<file path="config.mk">
export PLATFORM = sky130hd
export DESIGN_NAME = quad_enc_pos_vel_flat
export DESIGN_NICKNAME = d
export VERILOG_FILES = /design/src/rtl/quad_enc_pos_vel_if.sv /design/src/rtl/quad_enc_pos_vel.sv /design/src/flat_wrapper.sv
export SDC_FILE = /design/constraint.sdc
export NUM_CORES = 1
export LEC_CHECK = 0
export ABC_AREA = 1
export BUFFER_PORTS_ARGS = -buffer_cell sky130_fd_sc_hd__buf_4
export CAP_MARGIN = 20
export CORE_MARGIN = 2
export CORE_UTILIZATION = 59
export CTS_BUF_LIST = sky130_fd_sc_hd__clkbuf_4 sky130_fd_sc_hd__clkbuf_8 sky130_fd_sc_hd__clkbuf_16
export CTS_CLUSTER_DIAMETER = 200
export DETAILED_ROUTE_END_ITERATION = 7
export HOLD_SLACK_MARGIN = 0.15
export PLACE_DENSITY = 0.86
export SKIP_LAST_GASP = 1
export SLEW_MARGIN = 25
export SYNTH_ARGS = -nofsm -noshare
export SYNTH_HDL_FRONTEND = slang
export SYNTH_SLANG_ARGS = --single-unit
export TNS_END_PERCENT = 20
</file>
<file path="constraint.sdc">
create_clock -name clk -period 3.47 [get_ports clk]
set_input_delay 0.5205 -clock clk [delete_from_list [all_inputs] [get_ports clk]]
set_output_delay 0.5205 -clock clk [all_outputs]
set_load 0.01 [all_outputs]
</file>
<file path="src/rtl/quad_enc_pos_vel_if.sv">
// Bundle connecting the quadrature-encoder count stage to the position/velocity stage.
//   acc[CH]    signed interval edge counts, qualified by acc_valid
//   acc_valid  one-cycle strobe: acc[] holds a new sample
//   clr_pos    synchronous clear of all positions
//   pos[CH]    accumulated signed position
//   vel[CH]    windowed average count per interval
//   vel_ok     averaging window has been filled since reset
//   out_valid  one-cycle strobe: pos/vel updated
// master: the block that produces counts and consumes pos/vel
// slave:  quad_enc_pos_vel
interface quad_enc_pos_vel_if #(
  parameter int CH   = 1,
  parameter int ACCW = 16,
  parameter int POSW = 32
);
  logic signed [ACCW-1:0] acc [CH];
  logic                   acc_valid;
  logic                   clr_pos;
  logic signed [POSW-1:0] pos [CH];
  logic signed [ACCW-1:0] vel [CH];
  logic                   vel_ok;
  logic                   out_valid;

  modport master (
    output acc, acc_valid, clr_pos,
    input  pos, vel, vel_ok, out_valid
  );

  modport slave (
    input  acc, acc_valid, clr_pos,
    output pos, vel, vel_ok, out_valid
  );
endinterface

</file>
<file path="src/rtl/quad_enc_pos_vel.sv">
// Position / velocity stage of the quadrature encoder interface.
// Per channel: pos is a wrapping running sum of the signed interval counts,
// vel is the floor-average of the last 2**AVG_LOG2 counts (zero-filled until
// the window has seen that many samples). All channels update on the same
// acc_valid strobe; results appear one cycle later with out_valid.
// Ports:
//   clk    system clock
//   rst_n  asynchronous reset, active low
//   bus    quad_enc_pos_vel_if.slave (acc, acc_valid, clr_pos in;
//          pos, vel, vel_ok, out_valid out)
module quad_enc_pos_vel #(
  parameter int CH       = 1,
  parameter int ACCW     = 16,
  parameter int POSW     = 32,
  parameter int AVG_LOG2 = 3
) (
  input logic              clk,
  input logic              rst_n,
  quad_enc_pos_vel_if.slave bus
);
  localparam int DEPTH = 1 << AVG_LOG2;
  localparam int SW    = ACCW + AVG_LOG2;
  localparam int WPW   = (AVG_LOG2 > 0) ? AVG_LOG2 : 1;

  logic signed [ACCW-1:0] win_q   [CH][DEPTH];
  logic signed [SW-1:0]   sum_q   [CH];
  logic signed [SW-1:0]   sum_nxt [CH];
  logic [WPW-1:0]         wp_q;
  logic [WPW-1:0]         wp_nxt;
  logic [WPW-1:0]         fill_q;

  // Running sum: add the incoming count, retire the one it overwrites.
  // Unwritten window slots hold zero, giving the zero-filled average early on.
  always_comb begin
    wp_nxt = (32'(wp_q) == DEPTH - 1) ? '0 : wp_q + WPW'(1);
    for (int unsigned c = 0; c < CH; c++) begin
      sum_nxt[c] = sum_q[c] + SW'(bus.acc[c]) - SW'(win_q[c][wp_q]);
    end
  end

  always_ff @(posedge clk or negedge rst_n) begin
    if (!rst_n) begin
      for (int unsigned c = 0; c < CH; c++) begin
        bus.pos[c] <= '0;
        bus.vel[c] <= '0;
        sum_q[c]   <= '0;
        for (int unsigned d = 0; d < DEPTH; d++) begin
          win_q[c][d] <= '0;
        end
      end
      wp_q          <= '0;
      fill_q        <= '0;
      bus.vel_ok    <= 1'b0;
      bus.out_valid <= 1'b0;
    end else if (bus.acc_valid) begin
      for (int unsigned c = 0; c < CH; c++) begin
        // clr_pos together with a sample: clear first, then add the sample
        bus.pos[c]        <= (bus.clr_pos ? '0 : bus.pos[c]) + POSW'(bus.acc[c]);
        sum_q[c]          <= sum_nxt[c];
        win_q[c][wp_q]    <= bus.acc[c];
        bus.vel[c]        <= ACCW'(sum_nxt[c] >>> AVG_LOG2);
      end
      wp_q          <= wp_nxt;
      bus.out_valid <= 1'b1;
      // fill counter stops once the DEPTH-th sample has landed
      if (!bus.vel_ok) begin
        if (32'(fill_q) == DEPTH - 1) begin
          bus.vel_ok <= 1'b1;
        end else begin
          fill_q <= fill_q + WPW'(1);
        end
      end
    end else begin
      bus.out_valid <= 1'b0;
      if (bus.clr_pos) begin
        for (int unsigned c = 0; c < CH; c++) begin
          bus.pos[c] <= '0;
        end
      end
    end
  end
endmodule

</file>
<file path="src/flat_wrapper.sv">
// flat-port wrapper written by rule: the top's interface ports become plain ports
module quad_enc_pos_vel_flat 
#(
  parameter int CH       = 1,
  parameter int ACCW     = 16,
  parameter int POSW     = 32,
  parameter int AVG_LOG2 = 3
)
  (clk, rst_n, bus_acc, bus_acc_valid, bus_clr_pos, bus_pos, bus_vel, bus_vel_ok, bus_out_valid);
  quad_enc_pos_vel_if #(.CH(CH), .ACCW(ACCW), .POSW(POSW)) bus_i ();
  input logic clk;
  input logic rst_n;
  input wire logic [$bits(bus_i.acc)-1:0] bus_acc;
  input wire logic [$bits(bus_i.acc_valid)-1:0] bus_acc_valid;
  input wire logic [$bits(bus_i.clr_pos)-1:0] bus_clr_pos;
  output wire logic [$bits(bus_i.pos)-1:0] bus_pos;
  output wire logic [$bits(bus_i.vel)-1:0] bus_vel;
  output wire logic [$bits(bus_i.vel_ok)-1:0] bus_vel_ok;
  output wire logic [$bits(bus_i.out_valid)-1:0] bus_out_valid;
  assign bus_i.acc = {>>{bus_acc}};
  assign bus_i.acc_valid = bus_acc_valid;
  assign bus_i.clr_pos = bus_clr_pos;
  assign bus_pos = {>>{bus_i.pos}};
  assign bus_vel = {>>{bus_i.vel}};
  assign bus_vel_ok = bus_i.vel_ok;
  assign bus_out_valid = bus_i.out_valid;
  quad_enc_pos_vel #(.CH(CH), .ACCW(ACCW), .POSW(POSW), .AVG_LOG2(AVG_LOG2)) u_core (.clk(clk), .rst_n(rst_n), .bus(bus_i));
endmodule
</file>
# After elaboration in Yosys (flattened, before gate mapping)

Cells that the tools add are included.
Widths: inputs -> output; s select.

Flip-flop bits (word level): 203
Input port bits: 20
Word-level logic and storage cells: 41

Add/subtract/negate cells: 5
Magnitude comparators: 2
Equal/unequal tests: 2
Muxes and demuxes: 12
Bitwise gates (word level): 3
Reduce and logical (&&, ||, !) cells: 2

Operators with widths:

| operator            | number |
|---|---|
| $bwmux 128          | 1 |
| $mux 32             | 2 |
| $bmux 16 s3         | 1 |
| $demux 16 s3        | 1 |
| $mux 16             | 3 |
| $add 32x32->32      | 1 |
| $add 19x16->19      | 1 |
| $sub 19x16->19      | 1 |
| $add 3x1->3 const B | 2 |
| $eq 3x3->1 const B  | 2 |
| $ge 4x4->1 const B  | 1 |
| $lt 4x1->1 const B  | 1 |
| $not 3->4           | 1 |
| $mux 1              | 3 |
| $mux 3              | 1 |
| $reduce_and 3->1    | 1 |
| $not 1->1           | 2 |
| $logic_and 1x1->1   | 1 |

# Longest topological paths before layout

Gate-level depths: netlist of the first run.

Depth after elaboration: 6
Gate-level depth with buffers: 22
Gate-level depth less buffers: 21

# Least setup slack after synthesis of the first run

OpenSTA, ideal clock, no wires.

Kind: register -> register
Start point: register u_core.wp_q[0]
End point: register u_core.sum_q[9] (netlist name)
Arrival time: 2848 ps
Setup slack: 496 ps
Stages on the path, launching flop included: 20
Buffers on the path: 3
Period minus slack after synthesis: 2974 ps
Path through: dfrtp_1 -> buf_2 -> buf_2 -> buf_6 -> o21ai_0 -> o21ai_0 -> a21oi_1 -> o211ai_1 -> fa_1 -> inv_1 -> ha_1 -> nand2_1 -> inv_2 -> nand2_1 -> nand2_1 -> nand2_1 -> nand4_1 -> or2_1 -> nand3_1 -> o21ai_0

Cells in the longest elaborated chain, start to end: 5

RTL lines:

| item                                        | RTL line               | text |
|---|---|---|
| from (decl)                                 | quad_enc_pos_vel.sv:28 | `logic [WPW-1:0] wp_q;` |
| from (signal assigned)                      | quad_enc_pos_vel.sv:63 | `wp_q <= wp_nxt;` |
| $not 3->4 (not written as such)             | quad_enc_pos_vel.sv:37 | `sum_nxt[c] = sum_q[c] + SW'(bus.acc[c]) - SW'(win_q[c][wp_q]);` |
| $bmux 16 s3                                 | quad_enc_pos_vel.sv:37 |  |
| $mux 16 (not written as such) (2 in series) | quad_enc_pos_vel.sv:37 |  |
| $sub 19x16->19                              | quad_enc_pos_vel.sv:37 |  |
| to (signal, indexed assignment)             | quad_enc_pos_vel.sv:59 | `sum_q[c] <= sum_nxt[c];` |
| to (decl)                                   | quad_enc_pos_vel.sv:26 | `logic signed [SW-1:0] sum_q [CH];` |

Every way passes these cells. The select of a mux whose other input is x is not followed.
A chain may end at the register's enable or synchronous reset.

# Final worst setup path of the first run

Start point: register u_core.wp_q[1]
End point: register u_core.sum_q[10] (netlist name)

The elaborated chain is that of the path after synthesis.

==> reports/metrics.yaml, run 1 <==
run_status:
  outcome: "completed"
synthesis:
  synth_edf_count: 0
  synth_cell_type_count: 39
  synth_top_flop_cell: "dfrtp_1"
  postSynthAreaPerCell_um2: 7.133
  yosysTopAreaCell: "dfrtp_1"
  synth_area_leaders: "dfrtp_1 39%, nand2_1 16%, o21ai_0 8.5%, inv_1 7.7%, ha_1 5.7%"
  ys_seq_area_share_pct: 39.07
  syn-num-nets: 1773
  synthCells: 1679
  ys_warn_count: 0
  netlist_area_um2: 11980
  yosys.area.top_type_share_pct: 39.07
  synthArstFlopShare_pct: 100.0
  ys_ff_latch: 187
global_routing:
  grt_pass1_vias: 11100
  antenna_found_initial: 0
  grt_remaining_overflow: 0
  grt_max_degree: 96
  grt_pass1_wl_um: 54330
  global_route.usage.total_pct: 31.70
floorplanning:
  fp.dieArea_um2: 21450
  io_pins: 70
  start_util_pct: 59.57
  rows: 52
  core_area_um2: 20100
  die_y_um: 146.5
  die_w_um: 146.5
clock_tree:
  cts_tree: "done"
  cts.htree.levels: 4
  clockBufferDepth: 2
  cts.sink_count: 187
  cts_hold_buf: 0
  clk_pin_slew_ps: 70
  numCtsBuffers: 17
  cts_root_buf: "clkbuf_16"
  clock_latency_ps: 440
worst_setup_path:
  path_cells: "inv_1 -> nand2_1 -> inv_4 -> o21ai_0 -> o21ai_0 -> a21oi_1 -> o211ai_1 -> fa_1 -> inv_1 -> ha_2 -> nand2_2 -> inv_1 -> nand2_1 -> nand2_1 -> nand2_1 -> nand4_1 -> or2_1 -> nand3_1 -> o21ai_0"
  worst-setup-path-type: "reg -> reg"
  critPathLaunchType: "flip-flop"
  arrival_ps: 3640
  cp_max_fo: 16
  critPathMaxStageDelay_ps: 460
  end_kind: "flip-flop"
  worstPathRequired_ps: 3770
  crit_top_cell: "nand2_1"
  slowest_stage: "dfrtp_2"
timing:
  fin_worst_skew_ps: 10.55
  slew_violations: 0
  finalHoldViolations: 0
  relSlewSlack_pct: 30.83
  tightest_slew_ps: 1035
  fmaxAchievable_mhz: 299.4
  min_period_ps: 3340
  period_share_pct: 96.26
  rsz0062_at_grt: "true"
  finalSetupViolCount: 0
placed_design:
  globalplace.congestion: 0.9522
  port_buffers: 69
  dp.cells: 1974
  dp_hpwl_um: 23500
finish:
  nFillCells: 1624
  drive_above_1_share_pct: 10.09
  stdcell_count: 2004
  multi_input_area_um2: 6045
  n_antenna_cell: 0
  nNetsFinal: 1817
  layout_commonest_cell: "nand2_1"
  area_growth_pct: 11.91
  layout_common_cells: "498 x nand2_1, 246 x inv_1, 196 x o21ai_0"
  ff_latch_area_um2: 4683
detailed_routing:
  routedWlPerCell_um: 16.62
  firstDrtPassIters: 6
  detailroute.via_count: 11390
  drt_iter0_drc: 1142
  drc: 0
  viasPerCell: 5.683
  routed_wl_um: 33300
  ant_nets: 0
power_and_ir_drop:
  peakVddDrop_uv: 560.7
  total_leakage_power_nw: 7.161
  total_power_mw: 14.34
  cellPowerDensity_nw_per_um2: 1070
job:
  maxCapViolations: 0
hold_path:
  hold_path_class: "in -> async"
==> critical path, delay by kind of cell (launching register included) <==
kind	cells	cell delay, ps
AO/OA/AOI/OAI	5	710
adder cells (fa/ha/maj)	2	770
buffers and inverters	4	400
flip-flops	1	460
AND/OR/NAND/NOR	8	890
==> report_power, final <==
group          switching [mW]  internal [mW]
logic                    5.32           3.17
clock network           0.895           1.23
registers               0.618           3.11
==> synthesized netlist by cell type (all sizes together) (6+ instances only) <==
master / number
nand2: 516
o221ai: 6
fa: 19
o21ai: 215
dfrtp: 187
nand3: 81
inv: 252
o21bai: 6
a21oi: 64
clkbuf: 29
o211ai: 9
ha: 55
buf: 41
xnor2: 15
nor2: 141
==> per-stage QoR <==
step	hold WS, ps	setup WS, ps	area, um^2	setup TNS (ps)	utilization (%)
finish	154.5	129.9	13400	0	66.67
global route	229.4	-58.97	13400	-199.1	66.67
CTS	195.7	63.80	13310	0	66.19
detailed placement	469.9	83.18	12680	0	63.08
global placement	460.3	105.1	12680	0	63.08
floorplan	224.9	495.6	11980	0	-
==> path summary, 6_finish.rpt <==
kind	from	to	slack [ps]	cells after the start
min	rst_n	u_core.win_q[84]	150	1
max in group asynchronous	rst_n	u_core.bus.pos[18]	2350	2
max	u_core.wp_q[1]	u_core.sum_q[10]	130	19
max reg2reg	u_core.wp_q[1]	u_core.sum_q[10]	130	19
min in group clk	bus_acc[2]	u_core.win_q[2]	320	3
min reg2reg	u_core.win_q[69]	u_core.win_q[69]	480	2
==> state kept, by name, indices dropped and copies added (netlist names) <==
register and flops:
u_core.fill_q 3, u_core.bus.pos 32, u_core.sum_q 19, u_core.bus.vel_ok 1, u_core.win_q 128, u_core.bus.out_valid 1, u_core.wp_q 3
==> cell type report <==
type                       count  area share, %
sequential                   187          34.94
clock inverter                12          1.382
inverter                     257          7.235
clock buffer                  18          3.277
timing repair buffer          95          5.545
tap                          270          2.521
multi-input combinational   1165          45.10
==> cells by family (layout without fill, tap and decap cells) <==
| kind of cell | Yosys count | count (layout) | synth area share, % |
|---|---|---|---|
| XOR/XNOR | 19 | 19 | 1.389 |
| multiplexers | 2 | 2 | 0.1880 |
| buffers and inverters | 327 | 382 | 11.13 |
| AO/OA/AOI/OAI | 311 | 311 | 13.74 |
| AND/OR/NAND/NOR | 759 | 759 | 25.56 |
| adder cells (fa/ha/maj) | 74 | 74 | 8.922 |
| flip-flops | 187 | 187 | 39.07 |
==> layer usage <==
layer	GRT usage, %	wire length [um]
met1	40.37	13320
met2	54.17	16120
met3	5.000	2446
met4	13.25	1415
met5	0	0
==> what timing repair did <==
action                     in CTS  in global routing
setup buffers                   0                  0
setup endpoints to repair       0                 14
resized for setup               0                 35
(Power assumes the default switching activity.)
==> run 2, diff against run 1 <==
ABC_AREA = unset   (was 1)
==> reports/metrics.yaml, run 2 <==
synthesis:
  syn-num-nets: 1232  # -31%
  synthCells: 1138  # -32%
  synth_area_leaders: "dfrtp_1 40%, mux2_2 12%, ha_1 5.9%, o21ai_0 3.9%, nand2_1 3.3%"
  synth_most_common_cell: "dfrtp_1"
  postSynthAreaPerCell_um2: 10.18  # +43%
  synth_cell_type_count: 68  # +74%
  synth_edf_count: 0  # unchanged
  yosys.area.top_type_share_pct: 40.40  # +1.3 points
  synth_common_cells: "187 x dfrtp_1, 123 x mux2_2, 102 x nand2_1"
  netlist_area_um2: 11580  # -3.3%
  ys_ff_latch: 187  # unchanged
  ys_seq_area_share_pct: 40.40  # +1.3 points
  yosysTopAreaCell: "dfrtp_1"
  synth_top_flop_cell: "dfrtp_1"
  ys_warn_count: 0  # unchanged
  synthArstFlopShare_pct: 100.0  # unchanged
timing:
  fmaxAchievable_mhz: 267.6  # -11%
  fin_worst_skew_ps: 14.71  # +4.160 ps
  tightest_slew_ps: 916.4  # -118.5 ps
  finalSetupViolCount: 12  # +12
  relSlewSlack_pct: 38.90  # +8.1 points
  min_period_ps: 3737  # +396.5 ps
  finalHoldViolations: 0  # unchanged
  period_share_pct: 107.7  # +11 points
  finalSetupTns_ps: -2052  # -2052 ps
  rsz0062_at_grt: "true"
  slew_violations: 0  # unchanged
  setup_ws_ps: -266.6  # -396.5 ps
finish:
  drive_above_1_share_pct: 32.70  # +23 points
  nNetsFinal: 1350  # -26%
  fin_area_um2: 13910  # +3.8%
  ff_latch_area_um2: 4683  # unchanged
  multi_input_area_um2: 6588  # +9.0%
  stdcell_count: 1534  # -23%
  n_antenna_cell: 0  # unchanged
  reg_top3: "u_core.win_q x128, u_core.bus.pos x32, u_core.sum_q x19"
  largest_register_ffs: 128  # unchanged
  area_growth_pct: 20.08
  final_util_pct: 71.93  # +5.3 points
  nFillCells: 1256  # -23%
  layout_commonest_cell: "dfrtp_1"
  regMostFlops: "u_core.win_q"
  layout_common_cells: "184 x dfrtp_1, 167 x buf_4, 120 x mux2_2"
global_routing:
  grt_pass1_vias: 9895  # -11%
  grt_max_degree: 109  # +14%
  grt_remaining_overflow: 0  # unchanged
  antenna_found_initial: 0  # unchanged
  global_route.usage.total_pct: 30.93  # -0.76 points
  grt_pass1_wl_um: 49810  # -8.3%
worst_setup_path:
  arrival_ps: 4080  # +440 ps
  end_kind: "flip-flop"
  worstPathRequired_ps: 3810  # +40 ps
  cp_max_fo: 5  # -11
  critPathLaunchType: "flip-flop"
  worst-setup-path-type: "reg -> reg"
detailed_routing:
  ant_nets: 0  # unchanged
  drc: 0  # unchanged
  viasPerCell: 6.373  # +12%
  firstDrtPassIters: 5  # -1
  drt_iter0_drc: 1006  # -12%
  routedWlPerCell_um: 20.84  # +25%
  detailroute.via_count: 9776  # -14%
  routed_wl_um: 31970  # -4.0%
clock_tree:
  cts.sink_count: 187  # unchanged
  cts_tree: "done"
  clockBufferDepth: 2  # unchanged
  cts_hold_buf: 0  # unchanged
  cts.htree.levels: 4  # unchanged
  clock_latency_ps: 460  # +20 ps
  numCtsBuffers: 17  # unchanged
  cts_root_buf: "clkbuf_16"
  clk_pin_slew_ps: 70  # about the same
floorplanning:
  start_util_pct: 59.90  # +0.33 points
  fp.dieArea_um2: 20770  # -3.2%
  die_y_um: 144.1  # -1.6%
  rows: 51  # -1.9%
  core_area_um2: 19330  # -3.8%
  io_pins: 70  # unchanged
  die_w_um: 144.1  # -1.6%
run_status:
  outcome: "finished, violations left"
  violations: "negative setup slack"
placed_design:
  dp_hpwl_um: 20920  # -11%
  globalplace.congestion: 0.9142  # -4.0%
  port_buffers: 69  # unchanged
  dp.cells: 1489  # -25%
  placed_area_um2: 12810  # +1.0%
hold_path:
  hold_path_class: "in -> async"
job:
  maxCapViolations: 0  # unchanged
-- run 2: critical path, cell delays in order (launching register included) --
cell      delay (ps)
dfrtp_2          430
buf_12           150
mux2_4           300
a22oi_2          110
o22a_1           170
o21ai_2           80
fa_1             530
inv_2             50
fa_2             410
a211oi_4         340
o21bai_1         150
o31ai_1          270
nand2_1          120
a21oi_2          180
xnor2_1           70
mux2_4           260
-- run 2: kinds of logic after synthesis --
family	after synthesis	synth area share (%)
AO/OA/AOI/OAI	288	16.42
AND/OR/NAND/NOR	245	10.07
flip-flops	187	40.40
buffers and inverters	153	6.276
multiplexers	150	14.51
adder cells (fa/ha/maj)	74	9.225
XOR/XNOR	41	3.100
-- run 2: metal layers --
metal	track usage, %	vias to the layer above	wire length [um]
li1	-	4279	-
met1	39.68	4808	12830
met2	51.53	563	15580
met3	4.371	126	2156
met4	15.53	0	1408
met5	0	-	0
-- run 2: layout make-up --
type | count | area share, %
clock inverter | 15 | 1.160
tap | 265 | 2.384
sequential | 187 | 33.67
clock buffer | 17 | 3.059
timing repair buffer | 177 | 10.34
inverter | 75 | 2.024
multi-input combinational | 798 | 47.36
-- run 2: metrics by stage --
stage                     worst slack [ps]  hold WS (ps)
after floorplan                     -25.56         224.9
after global placement              -283.5         457.0
after detailed placement            -438.2         465.5
after CTS                           -149.1         223.5
after global routing                -411.6         245.4
final                               -266.6         153.9
-- run 2: timing repair --
item / CTS / global route
pin swaps: 27 / 22
setup buffers: 9 / 4
resized for setup: 60 / 18
hold endpoints to repair: 0 / 0
endpoints found under the setup margin: 13 / 14
gates cloned: 1 / 0
-- run 2: path summary, 6_finish.rpt --
path | depth (start not counted) | start | slack (ps) | endpoint
setup / recovery | 15 | u_core.wp_q[1] | -270 | u_core.sum_q[10]
hold / removal | 1 | rst_n | 150 | u_core.fill_q[0]
setup reg to reg | 15 | u_core.wp_q[1] | -270 | u_core.sum_q[10]
hold reg to reg | 1 | u_core.sum_q[18] | 480 | u_core.sum_q[18]
max in group asynchronous | 2 | rst_n | 2450 | u_core.win_q[48]
min in group clk | 2 | bus_acc_valid | 350 | u_core.wp_q[2]
Power of run 2 is not shown: default switching activity piles up to over one toggle a cycle in this logic, so the estimate is an artifact.
